`src/rtl/stage_responder.sv`:
```
// stage_responder
// Plant-side responder for the four-stage sequencer. It watches the one-hot
// stage enables, times the active stage, and reports completion back to
// the controller.
//
// Parameters:
//   T1..T4  stage durations in clock cycles (1 .. 2^CW-1)
//   CW      duration counter width
//   WDT     done-hold watchdog limit in cycles (only with STAGE_WDT_EN)
//
// Ports:
//   clk        rising-edge clock
//   rst        asynchronous, active-low reset
//   en1..en4   stage enables from the controller (one-hot or all low)
//   sw1..sw3   stage-k complete level, returned to the controller
//   seq_done   one-cycle pulse when stage 4 completes
//   busy       high while a stage timer is running
//   stage      0 = idle, 1..4 = active stage
//   fault      illegal enable pattern or watchdog trip
//   dbg_state  current FSM state (IDLE=0, RUN=1, DONE=2, FAULT=3)
//
// Build option: define STAGE_WDT_EN to add the done-hold watchdog. Without
// it, DONE holds for as long as the stage enable stays high.
//
// Enable handshake: en_k is a level, sampled at every rising edge. sw_k is
// a level that stays high for as long as en_k stays high after the stage
// completes, and it falls at the first edge where en_k is sampled low.
module stage_responder #(
  parameter int T1  = 8,
  parameter int T2  = 8,
  parameter int T3  = 12,
  parameter int T4  = 4,
  parameter int CW  = 8,
  parameter int WDT = 64
) (
  input  logic       clk,
  input  logic       rst,
  input  logic       en1,
  input  logic       en2,
  input  logic       en3,
  input  logic       en4,
  output logic       sw1,
  output logic       sw2,
  output logic       sw3,
  output logic       seq_done,
  output logic       busy,
  output logic [2:0] stage,
  output logic       fault,
  output logic [1:0] dbg_state
);

  localparam logic [1:0] S_IDLE  = 2'd0;
  localparam logic [1:0] S_RUN   = 2'd1;
  localparam logic [1:0] S_DONE  = 2'd2;
  localparam logic [1:0] S_FAULT = 2'd3;

  localparam longint TMAX = (longint'(1) << CW) - 1;

  generate
    if (T1 < 1 || T1 > TMAX) begin : g_bad_t1
      $error("stage_responder: T1 out of range");
    end
    if (T2 < 1 || T2 > TMAX) begin : g_bad_t2
      $error("stage_responder: T2 out of range");
    end
    if (T3 < 1 || T3 > TMAX) begin : g_bad_t3
      $error("stage_responder: T3 out of range");
    end
    if (T4 < 1 || T4 > TMAX) begin : g_bad_t4
      $error("stage_responder: T4 out of range");
    end
  endgenerate

  localparam logic [CW-1:0] LD1 = CW'(T1 - 1);
  localparam logic [CW-1:0] LD2 = CW'(T2 - 1);
  localparam logic [CW-1:0] LD3 = CW'(T3 - 1);
  localparam logic [CW-1:0] LD4 = CW'(T4 - 1);

  logic [1:0]    state;
  logic [CW-1:0] cnt;
  logic [2:0]    sw_q;
  logic [3:0]    en;
  logic          valid;
  logic          multi;
  logic [1:0]    sidx;
  logic          own_only;
  logic [2:0]    start_stage;
  logic [CW-1:0] start_load;

  assign en        = {en4, en3, en2, en1};
  assign valid     = $onehot(en);
  assign multi     = !$onehot0(en);
  // stage 1..4 maps to enable bit 0..3; stage 0 wraps to 3 but is never
  // looked at outside RUN/DONE.
  assign sidx      = stage[1:0] - 2'd1;
  assign own_only  = (en == (4'b0001 << sidx));
  assign sw1       = sw_q[0];
  assign sw2       = sw_q[1];
  assign sw3       = sw_q[2];
  assign dbg_state = state;

  // Stage number and counter preload for a fresh entry from the enables.
  always_comb begin
    start_stage = 3'd0;
    start_load  = '0;
    unique case (en)
      4'b0001: begin start_stage = 3'd1; start_load = LD1; end
      4'b0010: begin start_stage = 3'd2; start_load = LD2; end
      4'b0100: begin start_stage = 3'd3; start_load = LD3; end
      4'b1000: begin start_stage = 3'd4; start_load = LD4; end
      default: ;
    endcase
  end

`ifdef STAGE_WDT_EN
  localparam int HW = (WDT < 2) ? 1 : $clog2(WDT);
  logic [HW-1:0] hold;
`endif

  always_ff @(posedge clk or negedge rst) begin
    if (!rst) begin
      state    <= S_IDLE;
      cnt      <= '0;
      sw_q     <= '0;
      seq_done <= 1'b0;
      busy     <= 1'b0;
      stage    <= 3'd0;
      fault    <= 1'b0;
`ifdef STAGE_WDT_EN
      hold     <= '0;
`endif
    end else begin
      seq_done <= 1'b0;
`ifdef STAGE_WDT_EN
      hold     <= '0;
`endif
      if (multi) begin
        // Multi-hot enables win over everything, including stage 4.
        state <= S_FAULT;
        fault <= 1'b1;
        sw_q  <= '0;
        busy  <= 1'b0;
        stage <= 3'd0;
        cnt   <= '0;
      end else begin
        unique case (state)
          S_IDLE: begin
            if (valid) begin
              state <= S_RUN;
              stage <= start_stage;
              cnt   <= start_load;
              busy  <= 1'b1;
            end
          end
          S_RUN: begin
            if (stage == 3'd4) begin
              // Stage 4 ignores enable changes until it times out.
              if (cnt == '0) begin
                state    <= S_IDLE;
                seq_done <= 1'b1;
                busy     <= 1'b0;
                stage    <= 3'd0;
              end else begin
                cnt <= cnt - 1'b1;
              end
            end else if (own_only) begin
              if (cnt == '0) begin
                state <= S_DONE;
                sw_q  <= en[2:0];
                busy  <= 1'b0;
              end else begin
                cnt <= cnt - 1'b1;
              end
            end else if (valid) begin
              stage <= start_stage;
              cnt   <= start_load;
            end else begin
              state <= S_IDLE;
              busy  <= 1'b0;
              stage <= 3'd0;
              cnt   <= '0;
            end
          end
          S_DONE: begin
            if (own_only) begin
`ifdef STAGE_WDT_EN
              if (hold == HW'(WDT - 1)) begin
                state <= S_FAULT;
                fault <= 1'b1;
                sw_q  <= '0;
                stage <= 3'd0;
              end else begin
                hold <= hold + 1'b1;
              end
`endif
            end else if (valid) begin
              // Normal controller advance: en_k drops and en_j rises together.
              sw_q  <= '0;
              state <= S_RUN;
              stage <= start_stage;
              cnt   <= start_load;
              busy  <= 1'b1;
            end else begin
              sw_q  <= '0;
              state <= S_IDLE;
              stage <= 3'd0;
            end
          end
          default: begin
            if (en == 4'b0000) begin
              state <= S_IDLE;
              fault <= 1'b0;
            end
          end
        endcase
      end
    end
  end

endmodule

```
`config.mk`:
```
export PLATFORM = sky130hd
export DESIGN_NAME = stage_responder
export DESIGN_NICKNAME = d
export VERILOG_FILES = /design/src/rtl/stage_responder.sv
export SDC_FILE = /design/constraint.sdc
export NUM_CORES = 1
export LEC_CHECK = 0
export ABC_AREA = 1
export CAP_MARGIN = 0
export CORE_MARGIN = 2
export CORE_UTILIZATION = 57
export DETAILED_ROUTE_END_ITERATION = 12
export PLACE_DENSITY_LB_ADDON = 0.3
export RECOVER_POWER = 50
export SYNTH_ARGS = -nofsm -noshare
export SYNTH_HDL_FRONTEND = slang
export SYNTH_SLANG_ARGS = --single-unit
export TNS_END_PERCENT = 5
```
`constraint.sdc`:
```
create_clock -name clk -period 1.9 [get_ports clk]
set_input_delay 0.19 -clock clk [delete_from_list [all_inputs] [get_ports clk]]
set_output_delay 0.19 -clock clk [all_outputs]
set_load 0.02 [all_outputs]
```
==> run summary, run 1 <==
largest net degree at the start of global routing -> 20
RSZ-0062 raised after global routing -> yes
Avg Inst Size Synth -> 6.75 µm²
Req. time, crit path -> 2.17 ns
Initial Utilization -> 60.4%
Leak -> 1.18 nW
clock network power share -> 9.1%
H-tree levels -> 1
mapped cell area -> 1670 µm²
area leader, netlist -> dfrtp_1
initial antenna violation count -> 0
Finished Layout Cells -> 318
TritonCTS clock tree -> yes
sw frac -> 50.1%
Pwr Density -> 1140 nW/µm²
critical path type -> input pin to flop
Die Wd -> 58.1 µm
routed len/inst -> 13.1 µm
routability cong. -> 0.907
placed inst area -> 2020 µm²
Root Buffer -> clkbuf_4
Port Buffer Count -> 16
crit path cell chain -> buf_8, inv_4, fa_1, inv_1, ha_2, inv_2, ha_4, inv_4, nor2_2, nand2_1, nor2_1, inv_1, nand3_2, inv_1, o31ai_2, nand2_1, nand2_1
worst slew pin tran -> 1.04 ns
I/O Pins -> 17
Layout Skew -> 0.00175 ns
NetSw -> 1.21 mW
Rel. slew slack -> 30.6%
routed via count -> 1,673
# rows -> 19
R2R depth -> 10
Hold Path Class -> input pin to flop
Crit path depth -> 17
Mapped Nets -> 266
post-DP HPWL -> 2.97 mm
Max Fclk -> 540 MHz
placed cell count -> 312
slowest stage delay, CP -> 0.52 ns
Area growth, synth to finish -> 27.5%
first-pass GRT wire length -> 6.78 mm
outcome -> complete, no violations
Total GRT Usage -> 26.5%
Final Setup Violations -> 0
DRC Markers -> 0
CTS clk-pin slew, worst paths -> 0.12 ns
part of the power in registers -> 23.5%
max-cap violation count -> 0
post-route cell area -> 2120 µm²
aggregate routed wire length -> 4.17 mm
register bit total from synthesis -> 19
Starting DRT DRC Count -> 92
final critical-path share of the clock period -> 97.4%
clock sink total -> 19
ANT cells -> 0
drt via density -> 5.26
Final ANT Viol Nets -> 0
vias in the first global route -> 1,533
post-synth cell types -> 30
Seq/Total Area, Yosys -> 28.5%
core region area -> 2760 µm²
signal arrival time at the worst endpoint -> 2.12 ns
Worst Hold Path Cells -> 6
Top delay family on crit path -> adder cells
gr ovfl total -> 0
most frequent cells in the layout -> nand2_1 (80), inv_1 (30), nand3_1 (21)
critical path startpoint category -> input pin
combinational power share -> 67.4%
Synth top area share -> 28.5%
first-pass detailed-route iteration total -> 5
Core Util, Final -> 77.0%
crit-path max FO -> 3
Synth Instances -> 247
Area contributors post-synth -> dfrtp_1 (29%), nand2_1 (18%), ha_1 (9.0%)
post-layout min period -> 1.85 ns
clock latency on the worst-skew pair -> 0.32 ns
full die area -> 3370 µm²
maximum vdd drop -> 1110 µV
crit end category -> flop
Die Span Y -> 58.1 µm
max-slew violations -> 0
internal power -> 1.21 mW
final net count -> 307
most common cell after layout, fill and taps aside -> nand2_1
slowest library cell on the worst path -> fa_1
final hold slack -> 0.327 ns
Synth Warn # -> 0
share of layout cells above drive strength 1 -> 22.3%
clk buf depth -> 2
Final Hold Viols -> 0
Worst Path Buf+Inv -> 7
CTS buffer count -> 3
-- Yosys cell counts, drive strengths merged --
master / instances
a211oi: 1
a21oi: 3
a22oi: 1
and3: 1
buf: 2
dfrtp: 19
fa: 1
ha: 12
inv: 38
nand2: 87
nand3: 26
nand3b: 3
nand4: 2
nor2: 27
nor3: 1
o21ai: 16
o31ai: 1
xor2: 6
-- routing by layer --
layer  GRT usage [%]  routed length, µm
met5               0                  0
met4            14.0                173
met3            4.02                272
met2            41.9               1850
met1            34.9               1870
-- flip-flops by register name, indices dropped and copies added, names as in the netlist --
name,count
fault,1
dbg_state,2
seq_done,1
sw_q,3
busy,1
stage,3
cnt,8
-- worst register-to-register path, stage by stage, from the launching register on --
cell and delay, ns:
dfrtp_1 0.44, inv_1 0.10, ha_2 0.26, inv_1 0.14, nand2_1 0.12, nor2_1 0.06
inv_1 0.13, nand3_2 0.17, buf_12 0.19, nand2_1 0.05, o21ai_1 0.06
-- area by class of cell --
class,instances,area (µm²)
clock buffer,3,22.5
clock inverter,1,5.00
fill,212,633
inverter,38,148
multi-input combinational,188,1100
sequential,19,475
tap,31,38.8
timing repair buffer,38,339
-- worst paths after layout --
path | slack [ns] | startpoint | to
hold / removal | 0.33 | en1 | sw_q[0]$_DFFE_PN0P_
min in group asynchronous | 0.56 | rst | stage[1]$_DFFE_PN0P_
max in group asynchronous | 0.72 | rst | sw_q[1]$_DFFE_PN0P_
hold reg to reg | 0.49 | sw_q[0]$_DFFE_PN0P_ | sw_q[0]$_DFFE_PN0P_
setup reg to reg | 0.08 | dbg_state[1]$_DFFE_PN0P_ | cnt[7]$_DFFE_PN0P_
setup / recovery | 0.05 | en4 | stage[1]$_DFFE_PN0P_
-- logic make-up after synthesis --
kind of cell	count (synthesis)	synth area share (%)
fa+ha+maj	13	10.2
flops	19	28.5
simple gates	147	41.2
buf+inv	40	9.31
compound gates	22	7.58
xor+xnor	6	3.15
-- power groups by stage --
stage          clock network, mW  logic, mW  registers [mW]
6_report                   0.221       1.63           0.569
3_5_place_dp                   0       1.51           0.577
4_1_cts                    0.231       1.55           0.570
3_3_place_gp                   0       1.48           0.572
5_1_grt                    0.246       1.80           0.582
2_1_floorplan                  0      0.982           0.634
-- per-stage QoR --
stage               setup TNS (ns)  setup WS [ns]  total power [mW]
finish                           0         0.0487              2.42
global route                -0.290        -0.0601              2.63
CTS                              0         0.0277              2.35
detailed placement          -13.24         -0.795              2.09
global placement            -12.30         -0.727              2.05
floorplan                    -2.01         -0.171              1.62
-- timing repair --
item	4_1_cts	5_1_grt
setup buffers	0	2
hold endpoints to repair	0	0
pin swaps	7	9
resized for setup	27	13
setup endpoints to repair	18	14
hold buffers	0	0
(Power assumes the default switching activity.)
==> run 2: changes to the inputs <==
Settings changed: CORE_ASPECT_RATIO set to 0.9.
==> run summary, run 2 (synthesis gave the netlist of run 1 again) <==
crit end category -> flop
routed via count -> 1,743 (+4.2%)
Largest Register -> cnt
r2r setup slk -> 0.14 ns (+0.06 ns)
clk buf depth -> 2 (unchanged)
gr ovfl total -> 0 (unchanged)
final critical-path share of the clock period -> 98.9% (+1.5 points)
Rel. slew slack -> 33.0% (+2.4 points)
setup TNS -> 0 ns (unchanged)
Leak -> 1.20 nW (+1.5%)
full die area -> 3370 µm² (about the same)
TritonCTS clock tree -> yes
Critical Path Source -> en2
signal arrival time at the worst endpoint -> 2.09 ns (-0.03 ns)
outcome -> complete, no violations
max-slew violations -> 0 (unchanged)
Req. time, crit path -> 2.11 ns (-0.06 ns)
Largest register FFs -> 8 (unchanged)
drt via density -> 5.28 (+0.40%)
critical path startpoint category -> input pin
Pwr Density -> 1130 nW/µm² (-0.78%)
PnR worst setup slack -> 0.0203 ns (-0.0284 ns)
max-cap violation count -> 0 (unchanged)
CTS clk-pin slew, worst paths -> 0.11 ns (about the same)
largest registers -> cnt: 8 flops, stage: 3 flops, sw_q: 3 flops
worst slew pin tran -> 1.00 ns (-0.0366 ns)
Fillers -> 196 (-7.5%)
DRC Markers -> 0 (unchanged)
Initial Utilization -> 60.2% (-0.27 points)
post-DP HPWL -> 3.15 mm (+6.0%)
# rows -> 18 (-1)
aggregate routed wire length -> 4.43 mm (+6.2%)
crit-path max FO -> 6 (+3)
core region area -> 2770 µm² (+0.45%)
clock latency on the worst-skew pair -> 0.31 ns (about the same)
Core Util, Final -> 78.4% (+1.3 points)
H-tree levels -> 1 (unchanged)
RSZ-0062 raised after global routing -> yes
RR Endpoint -> dbg_state[1]$_DFFE_PN0P_
initial antenna violation count -> 0 (unchanged)
Port Buffer Count -> 16 (unchanged)
Area growth, synth to finish -> 30.3%
Final ANT Viol Nets -> 0 (unchanged)
Layout Skew -> 0.00314 ns (+0.00139 ns)
Final Hold Viols -> 0 (unchanged)
post-layout min period -> 1.88 ns (+0.0284 ns)
post-route cell area -> 2170 µm² (+2.2%)
RR Startpoint -> dbg_state[0]$_DFFE_PN0P_
routed len/inst -> 13.4 µm (+2.3%)
Hold Path Class -> input pin to flop
Die Wd -> 61.0 µm (+5.0%)
critical path type -> input pin to flop
Root Buffer -> clkbuf_4
I/O Pins -> 17 (unchanged)
placed inst area -> 2030 µm² (+0.93%)
first-pass GRT wire length -> 7.08 mm (+4.4%)
footprint of the multi-input gates -> 1100 µm² (unchanged)
most common cell after layout, fill and taps aside -> nand2_1
most frequent cells in the layout -> nand2_1 (80), inv_1 (28), nor2_1 (23)
largest net degree at the start of global routing -> 20 (unchanged)
Total GRT Usage -> 27.5% (+0.99 points)
Die Span Y -> 55.3 µm (-4.8%)
ANT cells -> 0 (unchanged)
CTS buffer count -> 3 (unchanged)
maximum vdd drop -> 800 µV (-28%)
first-pass detailed-route iteration total -> 4 (-1)
R2R depth -> 10 (unchanged)
Starting DRT DRC Count -> 90 (-2.2%)
Worst setup endpoint -> dbg_state[1]$_DFFE_PN0P_
DP Worst Slack -> -0.838 ns (-0.0428 ns)
clock sink total -> 19 (unchanged)
final total power -> 2.46 mW (+1.4%)
routability cong. -> 0.886 (-2.3%)
Final Setup Violations -> 0 (unchanged)
Max Fclk -> 532 MHz (-1.5%)
area occupied by registers -> 475 µm² (unchanged)
vias in the first global route -> 1,606 (+4.8%)
share of layout cells above drive strength 1 -> 22.4% (+0.11 points)
final net count -> 310 (+0.98%)
==> run 2: worst min-delay path by stage <==
| stage | start | endpoint | slack, ns | cells past startpoint |
|---|---|---|---|---|
| finish | en1 | sw_q[0]$_DFFE_PN0P_ | 0.31 | 6 |
| global route | en1 | sw_q[0]$_DFFE_PN0P_ | 0.35 | 6 |
| CTS | rst | stage[2]$_DFFE_PN0P_ | 0.20 | 2 |
| detailed placement | sw_q[2]$_DFFE_PN0P_ | sw_q[2]$_DFFE_PN0P_ | 0.48 | 2 |
| global placement | sw_q[1]$_DFFE_PN0P_ | sw_q[1]$_DFFE_PN0P_ | 0.47 | 2 |
| floorplan | rst | busy$_DFFE_PN0P_ | -0.11 | 0 |
==> run 2: area by class of cell <==
cell class                 instances  share of cell area (%)
clock buffer                       3                    1.04
multi-input combinational        188                    50.5
tap                               40                    2.31
sequential                        19                    21.9
clock inverter                     1                   0.231
timing repair buffer              41                    17.1
inverter                          38                    6.92
==> run 2: report_power, final <==
group / switching, mW / internal (mW)
combinational: 1.01 / 0.659
sequential: 0.0819 / 0.488
clock: 0.137 / 0.0789
total: 1.23 / 1.23
==> run 2: critical path, stage by stage <==
cell	delay, ns
buf_8	0.08
inv_4	0.03
fa_1	0.48
inv_2	0.08
ha_4	0.14
inv_4	0.04
ha_4	0.15
buf_6	0.13
nand2_2	0.06
nor2_1	0.06
nand2_1	0.13
nand2_1	0.06
nor2_1	0.08
nand2_1	0.06
nor2_2	0.12
nand2_1	0.09
nand2_1	0.06
nand2_1	0.05
==> run 2: routing by layer <==
layer	vias to the layer above	track usage, %	part of all wire [%]
li1	859	-	-
met1	815	39.6	46
met2	60	40.9	47
met3	9	4.68	5.4
met4	0	9.94	1.7
met5	-	0	0
==> run 2: through the flow <==
stage | std cells | hold WS, ns
after global routing | 330 | 0.347
final | 330 | 0.310
after CTS | 327 | 0.199
after floorplan | 247 | -0.106
after detailed placement | 322 | 0.479
after global placement | 322 | 0.466
==> run 2: timing repair <==
action / CTS / global route
pin swaps: 7 / 11
resized for setup: 27 / 16
hold buffers: 0 / 0
setup endpoints to repair: 19 / 14
buffers inserted: 1 / 3
==> RTL change 1, RTL diff (settings of run 2) <==
Register the outputs `sw1`, `sw2` and `sw3`, with the module's reset; this adds one clock of latency there. The other outputs are not delayed to match.
--- a/src/rtl/stage_responder.sv
+++ b/src/rtl/stage_responder.sv
@@ -94,9 +94,17 @@
   // looked at outside RUN/DONE.
   assign sidx      = stage[1:0] - 2'd1;
   assign own_only  = (en == (4'b0001 << sidx));
-  assign sw1       = sw_q[0];
-  assign sw2       = sw_q[1];
-  assign sw3       = sw_q[2];
+  always_ff @(posedge clk or negedge rst) begin
+    if (!rst) begin
+      sw1 <= '0;
+      sw2 <= '0;
+      sw3 <= '0;
+    end else begin
+      sw1 <= sw_q[0];
+      sw2 <= sw_q[1];
+      sw3 <= sw_q[2];
+    end
+  end
   assign dbg_state = state;
 
   // Stage number and counter preload for a fresh entry from the enables.
Formal check against the unedited RTL: not equivalent (a bounded check fails within 10 cycles, from zero or initial values and one cycle with rst low).
==> RTL change 1 against run 2 <==
Total power increased by 20%; synthesized cell count rose by 5.7%; via count rose by 4.9%; combinational power rose by 13%; synthesized area increased by 5.0%; sequential cell count increased by 3; wire length up 8.5%; register-to-register slack lost 0.05 ns; cell area grew 8.6%; first-iteration DRC count down 17%; largest power group unchanged; sequential share of layout area increased by 1.4 points; critical path type unchanged; final cell count is 6.4% higher; worst setup slack got worse by 0.0034 ns.
==> RTL change 1: results (changes against run 2) <==
Yosys
  – Post-Synth Adder-Cell Area: 0.0973 (-0.00482)
  – Syn nets: 280 (+5.3%)
  – Synth area leaders: dfrtp_1 31%, nand2_1 20%, inv_1 9.0%
  – Compound-Gate Fraction of Synth Area: 0.0386 (-0.0372)
  – Average size of a mapped cell: 6.70 um^2 (-0.67%)
  – Synth cell types: 26 (-13%)
  – Seq/Total Area, Yosys: 0.315 (+0.0295)

Critical path
  – Slack of the worst reg-to-reg path: 0.09 ns (-0.05 ns)
  – Worst EP arrival: 2.16 ns (+0.07 ns)
  – Critical Path Start: en1
  – Worst setup path end: cnt[3]
  – Worst reg2reg endpoint: sw_q[1]
  – CP max stage cell: fa_1
  – CP peak stage delay: 0.52 ns (+0.04 ns)
  – Critical R2R Launch: cnt[0]

Routing
  – Via count: 1829 (+4.9%)
  – DRT Pass-1 Iters: 7 (+3)
  – Via density: 5.21 (-1.3%)
  – DR WL/cell: 13.7 um (+2.0%)
  – Initial DRC Count: 75 (-17%)

Power
  – Worst vdd ir: 0.964 mV (+21%)
  – Switching power: 1.44 mW (+17%)

GRT
  – GRT Resource Usage Total: 0.258 (-0.0169)
  – Largest net degree at the start of global routing: 23 (+15%)
  – Vias in the first global route: 1592 (-0.87%)
  – First-pass GRT wire length: 7210 um (+1.9%)

Placement
  – Area post-placement: 0.00214 mm^2 (+5.2%)
  – RePlAce Congestion: 0.867 (-2.1%)
  – DP HPWL: 2970 um (-5.6%)
  – DP Cell Count: 339 (+5.3%)

Layout
  – Final #Nets: 329 (+6.1%)
  – Max reg flops: 8 (unchanged)
  – Layout cells sized above 1: 0.278 (+0.0542)

STA
  – Achievable Freq: 531 MHz (-0.18%)
  – Fin Hold WS: 0.341 ns (+0.0312 ns)
  – Worst-margin pin slew: 1.18 ns (+0.171 ns)

Status
  – Status: complete, no violations

Clock tree
  – Clock transition at the registers of the reported paths: 0.13 ns (+0.02 ns)

Hold path
  – Hold_sp: en2
  – Hold endpoint: sw_q[1]
-- RTL change 1: cell count changes after synthesis, moves of 3 or more --
| cell | run 2 | this run |
|---|---|---|
| xor2_1 | 6 | 3 |
| nand2_1 | 82 | 95 |
| o21ai_1 | 7 | 2 |
| inv_1 | 36 | 42 |
| dfrtp_1 | 19 | 22 |
| nand4_1 | 1 | 8 |
-- RTL change 1: per-layer routing --
layer,GRT usage,vias up,wire length [um]
met4,0.0921,0,114
met1,0.355,863,2160
met5,0,-,0
met3,0.0220,10,216
li1,-,902,-
met2,0.430,54,2310
-- RTL change 1: what timing repair did --
item                       4_1_cts  5_1_grt
setup buffers                    5        2
gates cloned                     1        0
resized for setup               17       34
pin swaps                        7       16
setup endpoints to repair       18       17
-- RTL change 1: cell families after synthesis --
| family | Yosys count |
|---|---|
| AOI/OAI and AO/OA | 12 |
| and+or+nand+nor | 164 |
| buffers and inverters | 46 |
| adders and majority gates | 13 |
| xor gates and xnor gates | 4 |
| DFF | 22 |
-- RTL change 1: cell type report --
cell class | count | area [um^2]
sequential | 22 | 551
clock buffer | 3 | 22.5
fill | 206 | 637
clock inverter | 1 | 30.0
timing repair buffer | 45 | 373
tap | 42 | 52.6
inverter | 44 | 170
timing repair inverter | 1 | 6.26
multi-input combinational | 193 | 1150
-- RTL change 1: power by group through the flow --
| stage | registers (mW) | logic, mW | clock network [mW] |
|---|---|---|---|
| CTS | 0.685 | 1.63 | 0.377 |
| finish | 0.691 | 1.89 | 0.373 |
| detailed placement | 0.692 | 1.56 | 0 |
| global route | 0.708 | 2.09 | 0.392 |
| floorplan | 0.739 | 1.07 | 0 |
| global placement | 0.690 | 1.53 | 0 |
==> RTL change 2, RTL diff (flow settings as in run 2) <==
Without the edit above. `CW`: 8 -> 4.
--- a/src/rtl/stage_responder.sv
+++ b/src/rtl/stage_responder.sv
@@ -30,7 +30,7 @@
   parameter int T2  = 8,
   parameter int T3  = 12,
   parameter int T4  = 4,
-  parameter int CW  = 8,
+  parameter int CW  = 4,
   parameter int WDT = 64
 ) (
   input  logic       clk,
Function: same outputs for any inputs over 10 cycles, from zero or initial values and one cycle with rst low; that may be too few to reach the edited logic, so the function may still have changed.
==> RTL change 2 against run 2 <==
The flow now finishes with violations (negative setup slack); wire length increased by 9.0%; utilization increased by 5.6 points; clock skew increased by 0.0031 ns; maximum frequency decreased by 15%; worst setup slack got worse by 0.34 ns; non-clock buffer count increased by 6; synthesized area decreased by 20%; total power decreased by 16%; cell area decreased by 15%; sequential cell count decreased by 4; largest power group unchanged.
==> RTL change 2: results (changes against run 2) <==
Status
  – Status: finished with violations
  – Failing checks: negative setup slack

Yosys
  – Syn nets: 221 (-17%)
  – Cell count after synthesis: 203 (-18%)
  – Post-Synth XOR/XNOR Area: 0.0196 (-0.0119)
  – Compound-Gate Fraction of Synth Area: 0.0822 (+0.00634)
  – Synth area leaders: dfrtp_1 28%, nand2_1 21%, ha_1 10%
  – Most common library cells after synthesis: 74 x nand2_1, 29 x inv_1, 15 x dfrtp_1, 15 x nand3_1, 13 x nor2_1
  – Post-Synth Adder-Cell Area: 0.118 (+0.0155)
  – Synth cell types: 26 (-13%)
  – Seq/Total Area, Yosys: 0.280 (-0.00517)

Power
  – Gate power share: 0.686 (+0.006)
  – Internal: 1.00 mW (-18%)
  – Worst vdd ir: 0.956 mV (+20%)

Clock tree
  – Setup bufs post-CTS: 8 (+7)
  – Clk_lat worst skew: 0.29 ns (-0.02 ns)
  – CTS resizes: 33 (+22%)
  – Clock transition at the registers of the reported paths: 0.09 ns (-0.02 ns)

Routing
  – Met2 Wirelength: 2190 um (+6.0%)
  – Met1 WL: 1710 um (-17%)
  – Uppermost layer routed: met4
  – DRT Pass-1 Iters: 8 (+4)
  – Initial DRC Count: 158 (+76%)
  – Routed wl met3: 513 um (+110%)
  – DR WL/cell: 17.3 um (+29%)
  – Via density: 6.05 (+15%)
  – Drt total wl: 4830 um (+9.0%)

STA
  – Setup violators final: 14 (+14)
  – Period utilisation layout: 1.17 (+0.176)
  – Worst Slack Setup Final: -0.315 ns (-0.335 ns)
  – Worst-margin pin slew: 0.682 ns (-0.323 ns)
  – Worst Skew: 0.00624 ns (+0.00310 ns)
  – Setup TNS: -3.21 ns (-3.21 ns)

Placement
  – DP HPWL: 2830 um (-10%)
  – Dpl ws: -1.09 ns (-0.251 ns)
  – RePlAce Congestion: 0.916 (+3.4%)
  – DP Cell Count: 265 (-18%)

Critical path
  – Worst-path maximum fanout: 3 (-3)
  – Worst EP arrival: 2.40 ns (+0.31 ns)
  – Delay-heaviest family, CP: adder cells
  – Critical R2R Launch: dbg_state[1]
  – CP peak stage delay: 0.52 ns (+0.04 ns)

GRT
  – First-pass GRT wire length: 7800 um (+10%)
  – Routing usage on met1: 0.450 (+0.0540)
  – Largest net degree at the start of global routing: 16 (-20%)
  – Grt met2 use: 0.639 (+0.230)
  – Vias in the first global route: 1696 (+5.6%)
  – GRT Resource Usage Total: 0.394 (+0.119)
  – Met3 GRT Util: 0.109 (+0.0623)

Layout
  – Layout cells sized above 1: 0.274 (+0.0497)
  – Largest registers: cnt (4), stage (3), sw_q (3)
## RTL change 2: cell types whose count changed after synthesis, sizes merged, moves of 4 or more
cell          run 2  this run
o21ai            16        11
nand3            26        17
nand4             2         8
nand2            87        78
inv              38        31
nor2             27        14
dfrtp            19        15
## RTL change 2: path summary, 6_finish.rpt
path | to | slack (ns) | cells after the start
setup / recovery | stage[0] | -0.31 | 14
hold / removal | stage[0] | 0.37 | 1
setup reg to reg | stage[0] | -0.28 | 9
hold reg to reg | fault | 0.48 | 2
max in group asynchronous | fault | 1.09 | 1
min in group clk | sw_q[0] | 0.42 | 6
## RTL change 2: area by class of cell
| class | count | area [um^2] |
|---|---|---|
| well taps | 27 | 33.8 |
| repair buffers | 47 | 395 |
| clock buffers | 3 | 22.5 |
| flip-flops and latches | 15 | 375 |
| inverters | 31 | 120 |
| fillers | 132 | 354 |
| clock inverters | 1 | 5.00 |
| multi-input cells | 155 | 896 |
